===== config.mk =====
export PLATFORM = sky130hd
export DESIGN_NAME = mips_mem
export DESIGN_NICKNAME = d
export VERILOG_FILES = /design/src/rtl/mips_mem_pkg.sv /design/src/rtl/mips_mem_loader.sv /design/src/rtl/mips_mem.sv
export SDC_FILE = /design/constraint.sdc
export NUM_CORES = 2
export LEC_CHECK = 0
export BUFFER_PORTS_ARGS = -buffer_cell sky130_fd_sc_hd__clkbuf_2
export CORE_UTILIZATION = 50
export CTS_BUF_LIST = sky130_fd_sc_hd__clkbuf_16
export CTS_CLUSTER_SIZE = 16
export DETAILED_ROUTE_END_ITERATION = 10
export PLACE_DENSITY_LB_ADDON = 0.05
export SYNTH_ARGS = -nofsm -noshare
export SYNTH_HDL_FRONTEND = slang
export SYNTH_SLANG_ARGS = --single-unit

===== constraint.sdc =====
create_clock -name clk -period 9.52 [get_ports clk]
set_input_delay 1.428 -clock clk [delete_from_list [all_inputs] [get_ports clk]]
set_output_delay 1.428 -clock clk [all_outputs]
set_load 0.1 [all_outputs]

===== src/rtl/mips_mem_pkg.sv =====
// Shared definitions for the MIPS memory responder and its program loader.
package mips_mem_pkg;

    typedef enum logic [1:0] {
        ST_LOAD    = 2'd0,
        ST_RELEASE = 2'd1,
        ST_RUN     = 2'd2
    } state_e;

    localparam int unsigned IMEM_WORDS_DEF = 64;
    localparam int unsigned DMEM_BYTES_DEF = 256;
    localparam int unsigned BYTE_CNT_W     = 2;
    localparam int unsigned WORD_IDX_W     = 6;

endpackage


===== src/rtl/mips_mem_loader.sv =====
// Program loader: assembles big-endian bytes into words, writes them into
// instruction memory, and sequences LOAD -> RELEASE -> RUN for the core reset.
module mips_mem_loader
    import mips_mem_pkg::*;
#(
    parameter int unsigned IMEM_WORDS = IMEM_WORDS_DEF
) (
    input  logic                  clk,
    input  logic                  rst,
    input  logic                  load_valid,
    input  logic [7:0]            load_data,
    input  logic                  load_last,
    output logic                  load_ready,
    output logic                  core_rst,
    output state_e                state,
    output logic                  imem_we,
    output logic [WORD_IDX_W-1:0] imem_waddr,
    output logic [31:0]           imem_wdata
);

    state_e                state_q, state_d;
    logic [BYTE_CNT_W-1:0] byte_cnt_q, byte_cnt_d;
    logic [WORD_IDX_W-1:0] word_idx_q, word_idx_d;
    logic [31:0]           asm_q, asm_d;
    logic                  load_ready_q, load_ready_d;
    logic                  core_rst_q, core_rst_d;
    logic [31:0]           merged;
    logic                  accept;

    // Slots not yet filled are still zero, so a short final word is zero-padded.
    assign merged = asm_q | ({load_data, 24'h0} >> {byte_cnt_q, 3'b000});
    assign accept = load_valid && load_ready_q && !rst;

    always_comb begin
        state_d    = state_q;
        byte_cnt_d = byte_cnt_q;
        word_idx_d = word_idx_q;
        asm_d      = asm_q;
        imem_we    = 1'b0;
        imem_waddr = word_idx_q;
        imem_wdata = merged;
        unique case (state_q)
            ST_LOAD: begin
                if (accept) begin
                    if (byte_cnt_q == BYTE_CNT_W'(3) || load_last) begin
                        imem_we    = 1'b1;
                        asm_d      = '0;
                        byte_cnt_d = '0;
                        if (load_last || word_idx_q == WORD_IDX_W'(IMEM_WORDS - 1)) begin
                            state_d = ST_RELEASE;
                        end else begin
                            word_idx_d = word_idx_q + WORD_IDX_W'(1);
                        end
                    end else begin
                        asm_d      = merged;
                        byte_cnt_d = byte_cnt_q + BYTE_CNT_W'(1);
                    end
                end
            end
            ST_RELEASE: state_d = ST_RUN;
            ST_RUN:     state_d = ST_RUN;
            default:    state_d = ST_LOAD;
        endcase
        load_ready_d = (state_d == ST_LOAD);
        core_rst_d   = (state_d != ST_RUN);
    end

    always_ff @(posedge clk) begin
        if (rst) begin
            state_q      <= ST_LOAD;
            byte_cnt_q   <= '0;
            word_idx_q   <= '0;
            asm_q        <= '0;
            load_ready_q <= 1'b1;
            core_rst_q   <= 1'b1;
        end else begin
            state_q      <= state_d;
            byte_cnt_q   <= byte_cnt_d;
            word_idx_q   <= word_idx_d;
            asm_q        <= asm_d;
            load_ready_q <= load_ready_d;
            core_rst_q   <= core_rst_d;
        end
    end

    assign load_ready = load_ready_q;
    assign core_rst   = core_rst_q;
    assign state      = state_q;

endmodule


===== src/rtl/mips_mem.sv =====
// Memory responder for the core: registered instruction fetch, byte-wide data
// memory, and the program loader that fills instruction memory before release.
module mips_mem
    import mips_mem_pkg::*;
#(
    parameter int unsigned IMEM_WORDS = IMEM_WORDS_DEF,
    parameter int unsigned DMEM_BYTES = DMEM_BYTES_DEF
) (
    input  logic        clk,
    input  logic        rst,
    input  logic [7:0]  mem_i_addr,
    output logic [31:0] mem_i,
    input  logic [7:0]  mem_rw_addr,
    output logic [7:0]  mem_r,
    input  logic [7:0]  mem_w,
    input  logic        mem_w_en,
    input  logic        breq,
    input  logic        load_valid,
    input  logic [7:0]  load_data,
    input  logic        load_last,
    output logic        load_ready,
    output logic        core_rst
);

    logic [31:0]           imem_q [IMEM_WORDS];
    logic [7:0]            dmem_q [DMEM_BYTES];
    logic [31:0]           mem_i_q, mem_i_d;
    logic [7:0]            mem_r_q, mem_r_d;
    state_e                state;
    logic                  imem_we;
    logic [WORD_IDX_W-1:0] imem_waddr;
    logic [31:0]           imem_wdata;
    logic                  unused_addr_bits;

    // Fetch is word-aligned; the byte-offset bits carry no meaning here.
    assign unused_addr_bits = ^mem_i_addr[1:0];

    mips_mem_loader #(
        .IMEM_WORDS(IMEM_WORDS)
    ) u_loader (
        .clk        (clk),
        .rst        (rst),
        .load_valid (load_valid),
        .load_data  (load_data),
        .load_last  (load_last),
        .load_ready (load_ready),
        .core_rst   (core_rst),
        .state      (state),
        .imem_we    (imem_we),
        .imem_waddr (imem_waddr),
        .imem_wdata (imem_wdata)
    );

    always_comb begin
        mem_i_d = '0;
        if (state == ST_RUN) begin
            mem_i_d = imem_q[mem_i_addr[7:2]];
        end
        mem_r_d = mem_r_q;
        if (breq && !mem_w_en) begin
            mem_r_d = dmem_q[mem_rw_addr];
        end
    end

    // Memory arrays carry no reset: contents survive rst.
    always_ff @(posedge clk) begin
        if (imem_we) begin
            imem_q[imem_waddr] <= imem_wdata;
        end
        if (breq && mem_w_en) begin
            dmem_q[mem_rw_addr] <= mem_w;
        end
    end

    always_ff @(posedge clk) begin
        if (rst) begin
            mem_i_q <= '0;
            mem_r_q <= '0;
        end else begin
            mem_i_q <= mem_i_d;
            mem_r_q <= mem_r_d;
        end
    end

    assign mem_i = mem_i_q;
    assign mem_r = mem_r_q;

endmodule

==> PnR_summary.wiki <==
{| class="wikitable"
! Metric !! Value
|-
| Area after detailed placement || 166000 sq um
|-
| Growth of design area from synthesis to finish || 12.60%
|-
| Reported net switching power || ~8.1 mW
|-
| Initial Utilization || 50.31%
|-
| Row count || 207
|-
| Post-detailed-route via-to-cell ratio || 6.277
|-
| Max FO, Critical Path || 20
|-
| Post-route clock period utilization || approximately half
|-
| Internal Pwr Total || between 30 and 40 mW
|-
| Clock transition at the register clock pins on the worst setup and hold paths after CTS || 60 ps
|-
| Number of buffers created by CTS || 428
|-
| Max-slew headroom || 16.80%
|-
| Proportion of layout cells with a drive suffix above 1 || 27.75%
|-
| Share of the yosys chip area belonging to registers || 77.93%
|-
| Cell count after synthesis || 7042
|-
| Filler cell count in the final layout || 23554
|-
| FF+latch count, synth || about 4200
|-
| Number of global-route vias before repair || 76837
|-
| Routability congestion estimate from global placement || 0.8302
|-
| Hold Violations, Final || 0
|-
| Count of antenna-violating nets left after detailed routing || 0
|-
| Post-CTS Hold Buffers || 0
|-
| Critical path origin || rst
|-
| First DRT Iteration DRCs || just over 8000
|-
| Post-DP HPWL || 231700 um
|-
| Worst r2r dst || imem_q[55][9]
|-
| Async set-or-reset flop fraction in the synthesized netlist || 0%
|-
| Post-cts resize count || 0
|-
| I/O pin count || 80
|-
| Number of search-and-repair iterations in the first detailed-routing pass || 6
|-
| Arrival time of the worst setup path || 5370 ps
|-
| Clock Tree Buf Depth || 4
|-
| Post-Synthesis Net Count || ~7100
|-
| Worst reg2reg path depth || 7
|-
| Critical path endpoint category || register
|-
| Fin Clk Skew || 33.83 ps
|-
| Count of different cell masters after synthesis || 71
|-
| Peak VDD IR || between 0.15 and 0.2 mV
|-
| Total of max-cap violations || 0
|-
| Synthesized cell area || 160000 sq um
|-
| CP Launch Type || input pin
|-
| Final worst path period need || 4795 ps
|-
| Final setup violation count || 0
|-
| Global-route wire length before repair || between 500000 and 600000 um
|-
| Antenna violations before repair || 19
|-
| Post-layout net count || between 7000 and 8000
|-
| Origin of the critical flop-to-flop path || u_loader.state[0]
|-
| Part of the power in the clock network || 43.5%
|-
| Core area || 318100 sq um
|-
| Cell at the root of the clock tree || clkbuf_16
|-
| Via total after detailed routing || 74643
|-
| Share of power burned in registers || 52.3%
|-
| Final non-filler cell area || 180200 sq um
|-
| Measured slew at the worst slew-check pin || 1248 ps
|-
| Unrepaired setup endpoints after global routing || no
|-
| Hold WC Path Type || reg -> reg
|-
| Warnings from Yosys || 0
|-
| DR WL/cell || 34.81 um
|-
| Combinational group share of total power || 4.2%
|-
| EDFF count, synth || 4096
|-
| Clock insertion delay at the later pin of the skew report || 970 ps
|-
| Sw Share || roughly a fifth
|-
| Most instantiated flip-flop cell in the synthesis netlist || edfxtp_1
|-
| Reg2Reg Setup Slack || between 5000 and 6000 ps
|-
| Die footprint || 322300 sq um
|-
| Global-route total usage across every layer || 25.81%
|-
| Residual DRC count || 0
|-
| Max-slew violation total from the final report || 0
|-
| Final Total Pwr || around 39 mW
|-
| Worst setup path end || imem_q[55][9]
|-
| Type of the setup path with the least slack || in -> reg
|-
| Fmax || 0.2086 GHz
|-
| CTS sink cnt || 4180
|-
| Setup Buffers After CTS || 0
|-
| Non-filler instance count after layout || between 10000 and 15000
|-
| Total grt overflow || 0
|-
| Status || completed
|-
| TNS Setup || 0 ps
|-
| Number of buffers inserted by port buffering || 77
|-
| Leakage Power || 54.17 nW
|-
| Average size of a mapped cell || 22.72 sq um
|-
| Y dimension of the die || between 500 and 600 um
|-
| Instance count after placement with tap cells included || 11089
|-
| Maximum number of pins on one net before global-route repair || approximately 160
|-
| Wirelength, routed || between 400000 and 500000 um
|-
| H-tree levels || 5
|-
| Required time worst endpoint || 10090 ps
|-
| CTS tree || done
|-
| Power density of the placed cells || 214.9 nW/um^2
|-
| Width of the die || 567.7 um
|}
[power by group through the flow]
stage	logic (mW)	registers [mW]	clock network, mW
detailed placement	1.64	20.6	0
floorplan	0.922	20.7	0
finish	1.62	20.2	16.9
CTS	1.64	20.2	17.1
global placement	1.62	20.6	0
global route	1.71	20.2	17.8
[stage by stage]
| step | utilization, % | hold slack [ps] | setup WS [ps] |
|---|---|---|---|
| finish | 56.65 | 470.4 | 4725 |
| detailed placement | 52.20 | 459.1 | 3785 |
| global route | 56.64 | 492.2 | 4577 |
| global placement | 52.20 | 448.9 | 3843 |
| CTS | 56.63 | 474.0 | 4814 |
| floorplan | - | 438.6 | 5255 |
[worst max-delay path, cell delays in order]
cell and delay, ps:
clkbuf_2 80, buf_4 210, nand4b_1 750, nor2_1 540, nand4_1 840, nor2_4 920, buf_4 540
[cell usage after synthesis (18+ instances only)]
library cell	number	share of area (%)
edfxtp_1	4096	77
mux4_2	1143	16
nor2_1	431	1.0
clkbuf_1	190	0.45
nand2_1	157	0.37
mux2i_1	138	0.86
buf_2	132	0.41
dfxtp_1	84	1.1
a21oi_1	70	0.22
o22ai_1	63	0.25
a22oi_1	50	0.23
nor2b_1	48	0.19
buf_4	41	0.19
a211oi_1	36	0.17
a21o_1	32	0.15
buf_1	28	0.066
nand3_1	27	0.084
a32oi_1	26	0.14
buf_6	18	0.13
[worst min-delay path by stage]
stage | start | to | slack (ps) | cells after the start
detailed placement | u_loader.asm_q[31] | u_loader.asm_q[31] | 460 | 2
global route | u_loader.asm_q[26] | u_loader.asm_q[26] | 490 | 2
global placement | u_loader.asm_q[28] | u_loader.asm_q[28] | 450 | 2
finish | u_loader.asm_q[31] | u_loader.asm_q[31] | 470 | 2
floorplan | u_loader.asm_q[0] | u_loader.asm_q[0] | 440 | 2
CTS | u_loader.asm_q[31] | u_loader.asm_q[31] | 470 | 2
[cell type report]
class                   instances  area, sq um  share of cell area, %
flip-flops and latches       4180       124700                  69.20
multi-input cells            2447        33860                  18.79
clock buffers                 438        10960                  6.084
well taps                    4180         5230                  2.903
clock inverters               349         3154                  1.751
repair buffers                276         2218                  1.231
diodes                         15        37.54                0.02083
inverters                       6        27.53                0.01528
[layout by cell type (no fill, tap or decap), types with 27 or more instances in the layout]
master     count
clkbuf_16    438
bufinv_16     56
buf_4        184
a211oi_1      36
inv_1         79
nor2_1       364
nor2b_1       44
dfxtp_1       84
nor2_4        65
a21oi_1       70
clkinv_1      95
mux2i_1      138
a22oi_1       50
clkbuf_2      61
edfxtp_1    4096
mux4_2      1143
o22ai_1       63
clkinv_2      84
nand2_1      157
nand3_1       27
[kinds of logic (layout without fill, tap and decap cells)]
family	Yosys count	in the layout	synth area share [%]
simple gates	760	760	2.057
mux	1285	1285	16.98
other cells	0	15	0
flops	4180	4180	77.93
xor+xnor	6	6	0.03284
buf+inv	415	1069	1.257
fa+ha+maj	4	4	0.03128
compound gates	392	392	1.715
[per-layer routing]
metal	part of all wire (%)	global-route usage, %	up-vias
li1	-	-	30540
met1	41	35.81	40827
met2	50	43.21	2619
met3	5.8	3.369	653
met4	3.2	7.578	4
met5	0.0058	0	-
[state kept, by name, summed over array words and instances (netlist names)]
signal               cells
dmem_q                2048
imem_q                2048
mem_i                   32
u_loader.asm_q          32
mem_r                    8
u_loader.imem_waddr      6
u_loader.byte_cnt_q      2
u_loader.state           2
u_loader.core_rst        1
u_loader.load_ready      1
Note: power is estimated with default switching activity, not from simulation.
